**src/rtl/vend_ctrl.sv**
```systemverilog
// Vending controller: accumulates jiao/yuan credit against PRICE, dispenses one
// item, then pays change or a cancel refund as paced coin pulses.
module vend_ctrl #(
  parameter int unsigned PRICE    = 5,
  parameter int unsigned CREDIT_W = 4
) (
  input  logic                clk,
  input  logic                rst,
  input  logic                in_jiao,
  input  logic                in_yuan,
  input  logic                cancel,
  input  logic                coin_rdy,
  output logic [2:0]          state,
  output logic [CREDIT_W-1:0] credit,
  output logic                out_cola,
  output logic                out_yuan,
  output logic                out_jiao,
  output logic                coin_rej,
  output logic                busy
);

  localparam logic [CREDIT_W-1:0] PRICE_C = CREDIT_W'(PRICE);
  localparam logic [CREDIT_W-1:0] TWO_C   = CREDIT_W'(2);

  typedef enum logic [2:0] {
    S_IDLE    = 3'd0,
    S_COLLECT = 3'd1,
    S_VEND    = 3'd2,
    S_CHANGE  = 3'd3,
    S_REFUND  = 3'd4
  } state_t;

  state_t              state_q;
  logic [CREDIT_W-1:0] credit_q;
  logic [CREDIT_W-1:0] coin_val;
  logic [CREDIT_W-1:0] sum;
  logic [CREDIT_W-1:0] rem;
  logic                coin_in;

  // Value of the coin(s) presented this cycle and the arithmetic derived from it
  assign coin_val = CREDIT_W'({in_yuan, in_jiao});
  assign coin_in  = in_yuan | in_jiao;
  assign sum      = credit_q + coin_val;
  assign rem      = credit_q - PRICE_C;

  assign state  = state_q;
  assign credit = credit_q;
  assign busy   = (state_q == S_VEND) || (state_q == S_CHANGE) || (state_q == S_REFUND);

  always_ff @(posedge clk or negedge rst) begin
    if (!rst) begin
      state_q  <= S_IDLE;
      credit_q <= '0;
      out_cola <= 1'b0;
      out_yuan <= 1'b0;
      out_jiao <= 1'b0;
      coin_rej <= 1'b0;
    end else begin
      out_cola <= 1'b0;
      out_yuan <= 1'b0;
      out_jiao <= 1'b0;
      coin_rej <= 1'b0;
      case (state_q)
        S_IDLE: begin
          if (coin_in) begin
            credit_q <= coin_val;
            if (coin_val >= PRICE_C) begin
              state_q  <= S_VEND;
              out_cola <= 1'b1;
            end else begin
              state_q <= S_COLLECT;
            end
          end
        end
        // Reaching the price beats a same-cycle cancel; coins with cancel are refunded
        S_COLLECT: begin
          credit_q <= sum;
          if (sum >= PRICE_C) begin
            state_q  <= S_VEND;
            out_cola <= 1'b1;
          end else if (cancel) begin
            state_q <= S_REFUND;
          end
        end
        S_VEND: begin
          coin_rej <= coin_in;
          credit_q <= rem;
          state_q  <= (rem != '0) ? S_CHANGE : S_IDLE;
        end
        // One coin per ready cycle, largest denomination first
        S_CHANGE, S_REFUND: begin
          coin_rej <= coin_in;
          if (credit_q == '0) begin
            state_q <= S_IDLE;
          end else if (coin_rdy) begin
            if (credit_q >= TWO_C) begin
              out_yuan <= 1'b1;
              credit_q <= credit_q - TWO_C;
              if (credit_q == TWO_C) state_q <= S_IDLE;
            end else begin
              out_jiao <= 1'b1;
              credit_q <= '0;
              state_q  <= S_IDLE;
            end
          end
        end
        default: begin
          state_q  <= S_IDLE;
          credit_q <= '0;
        end
      endcase
    end
  end

endmodule

```
**config.mk**
```make
export PLATFORM = sky130hd
export DESIGN_NAME = vend_ctrl
export DESIGN_NICKNAME = d
export VERILOG_FILES = /design/src/rtl/vend_ctrl.sv
export SDC_FILE = /design/constraint.sdc
export NUM_CORES = 1
export LEC_CHECK = 0
export CORE_MARGIN = 8
export CORE_UTILIZATION = 56
export CTS_CLUSTER_DIAMETER = 50
export DETAILED_ROUTE_END_ITERATION = 10
export GPL_ROUTABILITY_DRIVEN = 1
export PLACE_DENSITY = 0.84
export SYNTH_ARGS = -nofsm -noshare
export SYNTH_HDL_FRONTEND = slang
export SYNTH_SLANG_ARGS = --single-unit
```
**constraint.sdc**
```tcl
create_clock -name clk -period 4.7 [get_ports clk]
set_input_delay 0.705 -clock clk [delete_from_list [all_inputs] [get_ports clk]]
set_output_delay 0.705 -clock clk [all_outputs]
set_load 0.05 [all_outputs]
```
# Yosys cells after proc, flatten, opt, wreduce, memory -nomap -nowiden
# Cells that the tools add are included.
[totals]
elab_cells = 61
input_bits = 6
regBits = 11
[classes]
n_reduce_logical = 9
mux = 28
bitwise = 1
magnitude_cmp = 3
addsub = 3
n_eq_ne = 11
[ops]
columns = ["op", "n"]
rows = [
  ["$mux 3", 7],
  ["$mux 4", 4],
  ["$pmux 4 s4", 1],
  ["$mux 1", 12],
  ["$pmux 3 s4", 1],
  ["$eq 3x2->1 const B", 2],
  ["$ne 2x2->1 const B", 3],
  ["$ne 3x3->1 const B", 2],
  ["$add 4x2->4", 1],
  ["$eq 4x2->1 const B", 1],
  ["$ge 4x2->1 const B", 1],
  ["$ge 4x3->1 const B", 1],
  ["$logic_not 4->1", 1],
  ["$mux 2", 2],
  ["$ne 4x4->1 const B", 1],
  ["$reduce_and 4->1", 1],
  ["$reduce_bool 4->1", 1],
  ["$sub 4x2->4 const B", 1],
  ["$sub 4x3->4 const B", 1],
  ["$eq 3x1->1 const B", 1],
  ["$eq 3x3->1 const B", 1],
  ["$ge 2x3->1 const B", 1],
  ["$logic_not 3->1", 1],
  ["$reduce_and 3->1", 1],
  ["other kinds (5)", 6],
]

# Logic depth before layout (Yosys ltp)
[logic_depth]
word_depth = 6
ltp_mapped = 7
ltp_nobuf = 7

# Worst setup path before layout
# OpenSTA, ideal clock, no wires.
[synth_timing]
kind = "register -> register"
from = "reg credit_q[1], in the netlist credit[1]"
to = "reg state_q[1], in the netlist state[1]"
required_ps = 4571
setup_time_ps = 129
arrival_ps = 2189
path_stages_with_launch = 7
path_buffers = 0
path_slack_ps = 2382
cell_sequence = "dfrtp_1 > inv_1 > fa_1 > xnor2_1 > a222oi_1 > or3_1 > o31ai_1"
[synth_via]
elab_chain_cells = 5
elab_cells_between_ends = 17
classes_between = "add/sub (2); order compare (2); eq/ne (4); mux (6); reduce/logical (3)"
[synth_rtl]
columns = ["element", "line_no", "source"]
rows = [
  ["start, declared", "34", "logic [CREDIT_W-1:0] credit_q;"],
  ["start signal, assigned", "66", "credit_q <= coin_val;"],
  ["start signal, assigned", "77", "credit_q <= sum;"],
  ["start signal, assigned", "87", "credit_q <= rem;"],
  ["branches (longest 5 deep; another with $add 4x2->4)", "--", ""],
  ["end signal, assigned", "88", "state_q <= (rem != '0) ? S_CHANGE : S_IDLE;"],
  ["end, declared", "33", "state_t state_q;"],
]
# Parallel ways; which one is timed is not known. The select of a mux whose other input is x is not followed.
# A chain may end at the register's enable or synchronous reset.

# Worst setup path in the final report
[layout_timing]
from = "reg state_q[0], in the netlist state[0]"
to = "out busy"
[layout_via]
elab_chain_cells = 3
elab_cells_between_ends = 5
classes_between = "eq/ne (3); reduce/logical (2)"
[layout_rtl]
columns = ["element", "line_no", "source"]
rows = [
  ["$eq 3x2->1", "48", "assign busy = (state_q == S_VEND) || (state_q == S_CHANGE) || (state_q == S_REFUND);"],
  ["$logic_or 1x1->1", "48", ""],
  ["$logic_or 1x1->1 *", "48", ""],
  ["end, declared", "19", "output logic busy"],
]
# Every way passes the cells marked *; elsewhere a longest branch is shown, timed or not.

==> metrics <==
outcome=complete, no violations; Fin. Hold Viols=0; Pre-antenna DRT Iters=4; CTS tree=yes; area grow syn2layout=17.4%; # DRC=0; RSZ-0062 raised after global routing=no; sequential area share after synthesis=27.0%; worst path arrival time=2.07 ns; Worst-path clk slew=0.06 ns; post-synth cell types=47; total grt overflow=0; top post-synthesis cells by count=14 x inv_1, 11 x dfrtp_1, 9 x ha_1; worst path required time=3.99 ns; average wire per standard cell=15.8 um; DRT iter0 DRCs=42; clock net sink count=11; final std cells w/o fill=156; Synth area leader=dfrtp_1; first-pass GRT wire length=4.11 mm; chip width=58.7 um; CP endpoint kind=output port; # port buffers=17; Slew headroom=63.7%; startpoint types=flop; Placed Instances=152; initial antenna violation count=0; floorplan row count=15; fmax=0.360 GHz; synthesized area=1020 um^2; Synth Net Count=132; GPL Wtd Cong=0.897; post-CTS resize count=0; antenna cell count=0; number of global-route vias before repair=909; minimum setup slack after placement=1.76 ns; worst min-delay path category=reg2reg; Multi-input gate area=643 um^2; Cells after Synth=116; Final setup viols=0; Synth area leaders=dfrtp_1 27%, ha_1 11%, inv_1 5.1%, buf_6 3.3%, a21oi_1 2.9%; fin nets=148; die footprint=3450 um^2; Syn Area/Cell=8.80 um^2; part of the cycle the worst path needs=59.0%; # H-tree levels=1; Final WS setup=1.93 ns; CP Class=reg2out; CTS max path bufs=2; # Max-Cap Violations=0; Crit Path Max Fanout=15; Worst-Skew Late Latency=0.26 ns; post-synth top area share=27.0%; ys flop type=dfrtp_1; drt total wl=2.46 mm; layout cells sized above 1=7.63%; cts hold-fix bufs=0; via count=923; ys async rst share=100%; worst hold slack=0.663 ns; Yosys warning count=0; FF+latch count, synth=11; Final Slew Violations=0; Post CTS Setup Buffer Count=0; root buf cell=clkbuf_4; IO Pins=18; post-DR vias/cell=5.92; sequential cell area=275 um^2; area of the core=1730 um^2; pin count of the biggest net entering global routing=17; most numerous cell in the Yosys netlist=inv_1; worst-margin pin slew=0.543 ns; Setup Skew=0.000760 ns; Routed Antenna Nets=0; dpl hpwl=1.92 mm; GR Util All Layers=15.4%; total CTS buffers=3; Final Critical Period=2.77 ns; number of flops mapped to enable cells by yosys=0; Fin Setup TNS=0 ns; Filler Cells Inserted=161; initial core utilization=59.1%; die height=58.7 um
==> cell families (layout without fill, tap and decap cells) <==
family          Yosys count  after routing  share of synthesized area [%]
compound gates           34             34                           24.8
xor+xnor                  3              3                           2.57
fa+ha+maj                10             10                           13.0
buf+inv                  20             35                           10.0
flops                    11             11                           27.0
mux                       2              2                           2.08
simple gates             36             36                           20.6
==> metrics by stage <==
stage	cell area (um^2)	utilization, %
global route	1200	69.4
global placement	1170	67.9
floorplan	1020	-
detailed placement	1170	67.9
finish	1200	69.4
CTS	1200	69.4
==> state kept, by name, indices dropped and copies added, names as in the netlist <==
name      count
coin_rej      1
state         3
out_yuan      1
out_jiao      1
credit        4
out_cola      1
==> area by class of cell <==
type | count | share of cell area, %
inverters | 14 | 4.38
multi-input cells | 85 | 53.7
clock buffers | 4 | 2.19
well taps | 25 | 2.61
repair buffers | 17 | 14.2
flip-flops and latches | 11 | 23.0
==> path summary, 6_finish.rpt <==
path                            from   endpoint  slack [ns]  cells after the start
min                        credit[0]  credit[0]        0.66                      1
min in group asynchronous        rst   state[2]        0.77                      1
max reg2reg                credit[0]   state[1]        2.46                      7
max                         state[0]       busy        1.93                      4
max in group asynchronous        rst  credit[1]        3.59                      1
min reg2reg                credit[0]  credit[0]        0.66                      1
==> placed cells by master, fill, tap and decap left out, types with 2 or more instances in the layout <==
cell type and n:
clkdlybuf4s50_1 17, inv_1 14, dfrtp_1 11, ha_1 9
nand2_1 7, a21oi_1 6, nor2_1 5, nand2b_1 4
nand3_1 3, nor3b_1 3, o31ai_1 3, o211ai_1 3
clkbuf_4 3, xnor2_1 2, nor4_1 2, or2b_1 2
nor3_1 2, o21ai_0 2, o32a_1 2, o211a_1 2
o311ai_0 2, o22ai_1 2, o221ai_1 2
==> critical path: stages, from the launching register on <==
cell and delay [ns]:
dfrtp_1 0.56, nor2_1 0.25, nand2_1 0.11, nand2_1 0.09
clkdlybuf4s50_1 0.80
==> layer usage <==
| metal | wire (um) | GRT usage, % | vias up |
|---|---|---|---|
| met5 | 0 | 0 | - |
| met1 | 1040 | 17.5 | 439 |
| met3 | 211 | 5.87 | 4 |
| met2 | 1180 | 26.0 | 33 |
| met4 | 30 | 4.44 | 0 |
| li1 | - | - | 447 |
Power is left out: the tool's default activity adds up to more than one toggle a clock period on the data nets, which glitch-free logic cannot reach.
